<file path="src/rtl/imem_loader_pkg.sv">
// Shared types and constants for the instruction-memory program loader.
package imem_loader_pkg;

    typedef enum logic [2:0] {
        IDLE,
        CNT_L,
        CNT_H,
        DATA,
        WRITE,
        CHECK,
        ERR
    } state_t;

    localparam logic [7:0] SYNC_DEFAULT = 8'hA5;
    localparam int         HDR_LEN      = 3;

endpackage

</file>
<file path="src/rtl/imem_loader_word_assembler.sv">
// Packs incoming bytes little-endian into a 32-bit word, one lane per accepted byte.
module word_assembler (
    input  logic        clk,
    input  logic        rst,
    input  logic        clear,
    input  logic        load,
    input  logic [7:0]  data,
    output logic        word_full,
    output logic [31:0] word_next
);

    logic [1:0]  byte_idx;
    logic [31:0] lanes;

    always_ff @(posedge clk) begin
        if (!rst || clear) begin
            byte_idx <= 2'd0;
        end else if (load) begin
            byte_idx <= byte_idx + 2'd1;
        end
    end

    // Lane contents need no reset: every lane is overwritten before a word is used.
    always_ff @(posedge clk) begin
        if (load) begin
            lanes <= word_next;
        end
    end

    always_comb begin
        word_next = lanes;
        word_next[{byte_idx, 3'b000} +: 8] = data;
    end

    assign word_full = load && (byte_idx == 2'd3);

endmodule

</file>
<file path="src/rtl/imem_loader.sv">
// Framed byte-stream program loader driving the instruction-memory write port.
module imem_loader
    import imem_loader_pkg::*;
#(
    parameter int         WIDTH = 32,
    parameter int         DEPTH = 128,
    parameter logic [7:0] SYNC  = SYNC_DEFAULT
) (
    input  logic                      clk,
    input  logic                      rst,
    input  logic [7:0]                in_data,
    input  logic                      in_valid,
    output logic                      in_ready,
    output logic [$clog2(DEPTH*4)-1:0] wr_addr0,
    output logic [WIDTH-1:0]          wr_din0,
    output logic                      we0,
    output logic                      cpu_hold,
    output logic                      done,
    output logic                      err
);

    localparam int AW = $clog2(DEPTH * 4);
    localparam int IW = $clog2(DEPTH) + 1;

    state_t        state, next;
    logic [15:0]   cnt;
    logic [15:0]   cnt_full;
    logic [IW-1:0] word_idx;
    logic [7:0]    chk;
    logic          accept, is_sync, load, clear, word_full, last_word;
    logic [31:0]   word_next;

    assign accept    = in_valid && in_ready;
    assign is_sync   = accept && (state == IDLE) && (in_data == SYNC);
    assign load      = accept && (state == DATA);
    assign clear     = is_sync;
    assign cnt_full  = {in_data, cnt[7:0]};
    assign last_word = (16'(word_idx) + 16'd1) == cnt;

    assign in_ready = (state != WRITE) && (state != ERR);
    assign we0      = (state == WRITE);

    word_assembler u_asm (
        .clk       (clk),
        .rst       (rst),
        .clear     (clear),
        .load      (load),
        .data      (in_data),
        .word_full (word_full),
        .word_next (word_next)
    );

    always_ff @(posedge clk) begin
        if (!rst) begin
            state <= IDLE;
        end else begin
            state <= next;
        end
    end

    always_comb begin
        next = state;
        unique case (state)
            IDLE:  if (is_sync) next = CNT_L;
            CNT_L: if (accept) next = CNT_H;
            CNT_H: begin
                if (accept) begin
                    if (cnt_full > 16'(DEPTH))   next = ERR;
                    else if (cnt_full == 16'd0)  next = CHECK;
                    else                         next = DATA;
                end
            end
            DATA:  if (word_full) next = WRITE;
            WRITE: next = last_word ? CHECK : DATA;
            CHECK: if (accept) next = (in_data == chk) ? IDLE : ERR;
            ERR:   next = IDLE;
            default: next = IDLE;
        endcase
    end

    // Frame bookkeeping; reinitialised on every SYNC, so no reset is needed.
    always_ff @(posedge clk) begin
        if (is_sync) begin
            chk      <= 8'd0;
            word_idx <= '0;
        end
        if (accept && state == CNT_L) cnt[7:0]  <= in_data;
        if (accept && state == CNT_H) cnt[15:8] <= in_data;
        if (load)                     chk       <= chk ^ in_data;
        if (state == WRITE)           word_idx  <= word_idx + 1'b1;
    end

    always_ff @(posedge clk) begin
        if (!rst) begin
            wr_addr0 <= '0;
            wr_din0  <= '0;
            cpu_hold <= 1'b0;
            done     <= 1'b0;
            err      <= 1'b0;
        end else begin
            done <= 1'b0;
            if (is_sync) begin
                cpu_hold <= 1'b1;
                err      <= 1'b0;
            end
            if (word_full) begin
                wr_addr0 <= {word_idx[AW-3:0], 2'b00};
                wr_din0  <= word_next;
            end
            if (next == ERR && state != ERR) begin
                err <= 1'b1;
            end
            if (accept && state == CHECK && in_data == chk) begin
                done     <= 1'b1;
                cpu_hold <= 1'b0;
            end
        end
    end

endmodule

</file>
<file path="config.mk">
export PLATFORM = sky130hd
export DESIGN_NAME = imem_loader
export DESIGN_NICKNAME = d
export VERILOG_FILES = /design/src/rtl/imem_loader_pkg.sv /design/src/rtl/imem_loader_word_assembler.sv /design/src/rtl/imem_loader.sv
export SDC_FILE = /design/constraint.sdc
export NUM_CORES = 1
export LEC_CHECK = 0
export BUFFER_PORTS_ARGS = -buffer_cell sky130_fd_sc_hd__clkbuf_2
export CAP_MARGIN = 20
export CORE_AREA = 2 2 116 95
export CTS_CLUSTER_DIAMETER = 150
export CTS_CLUSTER_SIZE = 30
export DETAILED_ROUTE_END_ITERATION = 16
export DIE_AREA = 0 0 118 97
export PLACE_DENSITY_LB_ADDON = 0.1
export SYNTH_ARGS = -nofsm -noshare
export SYNTH_HDL_FRONTEND = slang
export SYNTH_HIERARCHICAL = 1
export SYNTH_SLANG_ARGS = --single-unit
</file>
<file path="constraint.sdc">
create_clock -name clk -period 9.85 [get_ports clk]
set_input_delay 1.97 -clock clk [delete_from_list [all_inputs] [get_ports clk]]
set_output_delay 1.97 -clock clk [all_outputs]
set_load 0.005 [all_outputs]
</file>
-- Word level (Yosys, flattened, before mapping)
Cells that the tools add are included.
- memory bits (writable): 0
- bits in latches: 0
- logic and storage cells: 69
- memories: 0
- bits in read-only memories: 0
- input port bits: 11
- output and inout port bits: 46
- flip-flop bits (word level): 111
- $add $sub $neg: 4
- bitwise gates (word level): 2
- shift-type cells: 2
- reduce and logical (&&, ||, !) cells: 19
- magnitude comparators: 1
- mux-type cells: 17
- eq/ne operators: 12
- div/mod/pow operators: 0
- $mul: 0
- operators with widths (kind ; count):
    $bwmux W32 ; 1
    $shift A8 B7 Y32 const A ; 1
    $shiftx A8 B7 Y32 ; 1
    $mux W3 ; 9
    $mux W8 ; 3
    $pmux W3 S6 ; 1
    $eq A9 B16 Y1 ; 1
    $gt A16 B8 Y1 const B ; 1
    $logic_not A16 Y1 ; 1
    $logic_and A1 B1 Y1 ; 11
    $add A8 B1 Y9 const B ; 1
    $eq A3 B3 Y1 const B ; 3
    $add A8 B1 Y8 const B ; 1
    $eq A8 B8 Y1 ; 1
    $eq A8 B8 Y1 const B ; 1
    $xor A8 B8 Y8 ; 1
    $neg A5 Y7 ; 1
    $eq A3 B2 Y1 const B ; 2
    $ne A3 B3 Y1 const B ; 2
    $reduce_bool A2 Y1 ; 3
    $eq A3 B1 Y1 const B ; 1
    $logic_not A3 Y1 ; 1
    $mux W1 ; 3
    $add A2 B1 Y2 const B ; 1
    5 further kinds ; 5

-- Logic depth before layout (Yosys ltp)
- depth after elaboration: 10
- depth in mapped cells: 9
- depth with buffers taken out: 8

-- Hierarchy
The synthesis kept the hierarchy.
- by module, submodules not included (module ; seq. area each (um2) ; cells an instance ; times used ; area each (um2)):
    imem_loader ; 1861.8 ; 292 ; 1 ; 3263.1
    word_assembler ; 1001.0 ; 129 ; 1 ; 1762.9

-- Worst setup path before layout
Ideal clock, no wire load.
- kind: input -> register
- start: input port in_valid
- end: register wr_din0[10]
- setup time: 0.128 ns
- slack: 5.109 ns
- buffers on the path: 3
- required time: 9.722 ns
- arrival time: 4.613 ns
- stages: 9
- cells stage by stage: nor2b_1 nand3_1 inv_1 and2_1 clkbuf_1 buf_2 buf_1 mux2i_1 nor2_1
- cells in the longest elaborated chain, start to end: 3
- RTL lines (element ; line ; text):
    start, declared ; imem_loader.sv:12 ; input logic in_valid,
    $logic_and A1 B1 Y1 ; imem_loader.sv:33 ; assign accept = in_valid && in_ready;
    $logic_and A1 B1 Y1 ; imem_loader.sv:35 ; assign load = accept && (state == DATA);
    via load ; imem_loader.sv:30 ; logic accept, is_sync, load, clear, word_full, last_word;
    $logic_and A1 B1 Y1 ; imem_loader_word_assembler.sv:35 ; assign word_full = load && (byte_idx == 2'd3);
    via word_full ; imem_loader.sv:30 ;
    end signal, assigned ; imem_loader.sv:108 ; wr_din0 <= word_next;
    end, declared ; imem_loader.sv:15 ; output logic [WIDTH-1:0] wr_din0,
The timed path passes the listed nets, and every way through them passes these cells.
A chain may end at the register's enable or synchronous reset.

-- Final worst setup path
- start: input port in_valid
- end: register err
- cells in the longest elaborated chain, start to end: 8
- elaborated cells on any way between the ends: 15
- those cells by class: eq/ne (1); mux (7); reduce/logical (7)
- RTL lines (element ; line ; text):
    $logic_and A1 B1 Y1 (*) ; imem_loader.sv:33 ;
    $logic_and A1 B1 Y1 (*) ; imem_loader.sv:35 ;
    via load ; imem_loader.sv:30 ;
    $logic_and A1 B1 Y1 (*) ; imem_loader_word_assembler.sv:35 ;
    via word_full ; imem_loader.sv:30 ;
    $mux W3 (*) ; imem_loader.sv:73 ; DATA: if (word_full) next = WRITE;
    $pmux W3 S6 (*) ; imem_loader.sv:63 ; unique case (state)
    $eq A3 B3 Y1 (*) ; imem_loader.sv:110 ; if (next == ERR && state != ERR) begin
    $logic_and A1 B1 Y1 (*) ; imem_loader.sv:110 ;
    $mux W1 / $reduce_bool A2 Y1 (equally long branches) ; - ;
    end signal, assigned ; imem_loader.sv:99 ; err <= 1'b0;
    end signal, assigned ; imem_loader.sv:104 ; err <= 1'b0;
    end signal, assigned ; imem_loader.sv:111 ; err <= 1'b1;
    end, declared ; imem_loader.sv:19 ; output logic err
The timed path passes the listed nets; every way through them passes the cells marked *.

==> impl_metrics.json <==
{
  "die_h_um": 97,
  "synthDistinctLibCells": 54,
  "grt_pass1_wl_mm": 17.2,
  "fin_cells": 609,
  "post-dp-hpwl_mm": 6.95,
  "yosysSeqAreaShare_pct": 57.0,
  "boundaryPins": 57,
  "ir_drop_mv": 0.0855,
  "cts_setup_buffers": 0,
  "synth_largest_area_cell": "edfxtp_1",
  "synth_common_cells": "64 x edfxtp_1, 60 x nor2_1, 47 x dfxtp_1, 40 x mux2i_1, 24 x inv_1",
  "fp-row-count": 33,
  "ctsResizeCount": 0,
  "cts_tree": "yes",
  "synthFlopType": "edfxtp_1",
  "total_power_mw": 0.845,
  "slew_violations": 0,
  "status": "finished clean",
  "relSlewSlack_pct": 51.8,
  "drcViolationCount": 0,
  "fin_setup_tns_ps": 0,
  "syn2layout_area_growth_pct": 12.1,
  "fillers": 917,
  "hold_viol_final": 0,
  "timing.final.crit_period_ps": 4720,
  "ys_ff_latch": 111,
  "route.top_layer_used": "met4",
  "cts_hold_buf": 0,
  "worst_r2r_path_depth": 10,
  "fin_area_sq_um": 5640,
  "cts_max_level": 3,
  "drt_iter0_drc": 294,
  "synthCells": 421,
  "wl_met1_mm": 5.02,
  "start_util_pct": 49.3,
  "finalSetupViolCount": 0,
  "drt_pre_antenna_iters": 5,
  "critPathMaxFanout": 35,
  "period_share_pct": 47.9,
  "crit_required_ps": 10080,
  "die_area_sq_um": 11400,
  "p_leak_nw": 2.03,
  "place_congestion": 0.793,
  "crit_path_start_kind": "primary input",
  "hp-class": "reg2reg",
  "max_freq_mhz": 212,
  "place_inst": 593,
  "wl_met3_um": 504,
  "grtUsageTotal_pct": 19.0,
  "nNetsFinal": 481,
  "synth.top_cells.by_area": "edfxtp_1 38%, dfxtp_1 19%, mux2i_1 8.0%",
  "root_buffer": "clkbuf_16",
  "drt_wl_total_mm": 10.4,
  "synthArstFlopShare_pct": 0,
  "dpl_cell_area_sq_um": 5360,
  "dr_total_vias": 3276,
  "cap_violations": 0,
  "grt_pass1_vias": 3258,
  "post_drt_wl_per_cell_um": 17.0,
  "ant_nets": 0,
  "worstPathArrival_ps": 4950,
  "ff2ff_setup_slack_ps": 6540,
  "syn_area_sq_um": 5030,
  "antenna_found_initial": 0,
  "yosys.area.top_type_share_pct": 38.2,
  "grt_start_max_net_pins": 41,
  "clkTransAtPathRegs_ps": 70,
  "worstSkewPairLatency_ps": 340,
  "avgSynthCellArea_sq_um": 11.9,
  "skew_ps": 5.13,
  "die_x_um": 118,
  "wl_met2_mm": 4.78,
  "core_sq_um": 10200,
  "cts_buffers": 9,
  "vias_per_cell": 5.38,
  "yosysMostFrequentCell": "edfxtp_1",
  "worst_slew_pin_slew_ps": 723,
  "ys.warnings.count": 6,
  "path_class": "in2reg",
  "portBuffers": 54,
  "critPathCaptureType": "register",
  "cts.sinks": 111,
  "cts_buffer_depth": 2,
  "num_antenna_cells": 0,
  "whs_path_depth": 2,
  "drive_gt1_share_pct": 22.2,
  "synth_edf_count": 64,
  "power_density_nw_per_um2": 150,
  "rsz0062_at_grt": "false",
  "grt_overflow_total": 0
}
## layout by cell type (no fill, tap or decap), drive strengths merged, types with 3 or more instances in the layout
cell type and count:
xor2 6, a32o 8, nor4 4, nor2b 3, and3 4, a21oi 5, nand2b 4, inv 25
mux2i 40, buf 3, dfxtp 47, nand3 16, or4 3, nor3 4, nand4 3, o32ai 8
clkbuf 66, xnor2 15, nor2 60, o21a 3, and2 4, edfxtp 64, nand2 18, ha 6
a22o 8, o22ai 8, o21ai 4
## sequential cells by signal, summed over array words and instances (netlist names)
signal / cells
chk: 8
cnt: 16
cpu_hold: 1
done: 1
err: 1
state: 3
u_asm/byte_idx: 2
u_asm/lanes: 32
word_idx: 8
wr_addr0: 7
wr_din0: 32
## cell type report
| type | instances | area (sq um) | share of cell area, % |
|---|---|---|---|
| clock buffers | 12 | 246 | 4.37 |
| clock inverters | 4 | 30.0 | 0.533 |
| inverters | 24 | 90.1 | 1.60 |
| multi-input cells | 261 | 1940 | 34.4 |
| flip-flops and latches | 111 | 2860 | 50.8 |
| well taps | 140 | 175 | 3.11 |
| repair buffers | 57 | 293 | 5.19 |
## metal layers
layer / track usage [%] / vias to the layer above
met5: 0 / -
met4: 4.91 / 0
met3: 4.89 / 6
met2: 28.8 / 90
met1: 27.2 / 1591
li1: - / 1589
## worst max-delay path, cell delays in order
cell	delay (ps)
clkbuf_2	140
nor2b_1	260
nand3_1	320
inv_1	120
buf_4	400
and2_2	510
buf_4	520
nor2b_1	90
a21oi_1	130
o21ai_0	130
o41ai_2	320
## path summary, 6_finish.rpt
| path | from | endpoint |
|---|---|---|
| max | in_valid | err |
| min | wr_din0[15] | wr_din0[15] |
| max reg2reg | state[2] | err |
| min reg2reg | wr_din0[15] | wr_din0[15] |
## per-stage QoR
step	hold slack (ps)	utilization (%)	worst slack [ps]
2_1_floorplan	477	-	5110
3_3_place_gp	477	52.6	4970
3_5_place_dp	481	52.6	4830
4_1_cts	498	55.3	5170
5_1_grt	521	55.3	4870
6_report	492	55.3	5130
## power by group
group	total (mW)	internal (mW)	switching (mW)
combinational	0.0198	0.00561	0.0142
sequential	0.487	0.486	0.000207
clock	0.339	0.180	0.159
total	0.845	0.672	0.174
## logic make-up after synthesis
logic type,share of synthesized area [%]
buf+inv,4.56
other cells,0.0746
mux,7.97
simple gates,13.8
compound gates,10.6
flops,57.0
fa+ha+maj,1.49
xor+xnor,4.58
Power figures use the tool's default switching activity.
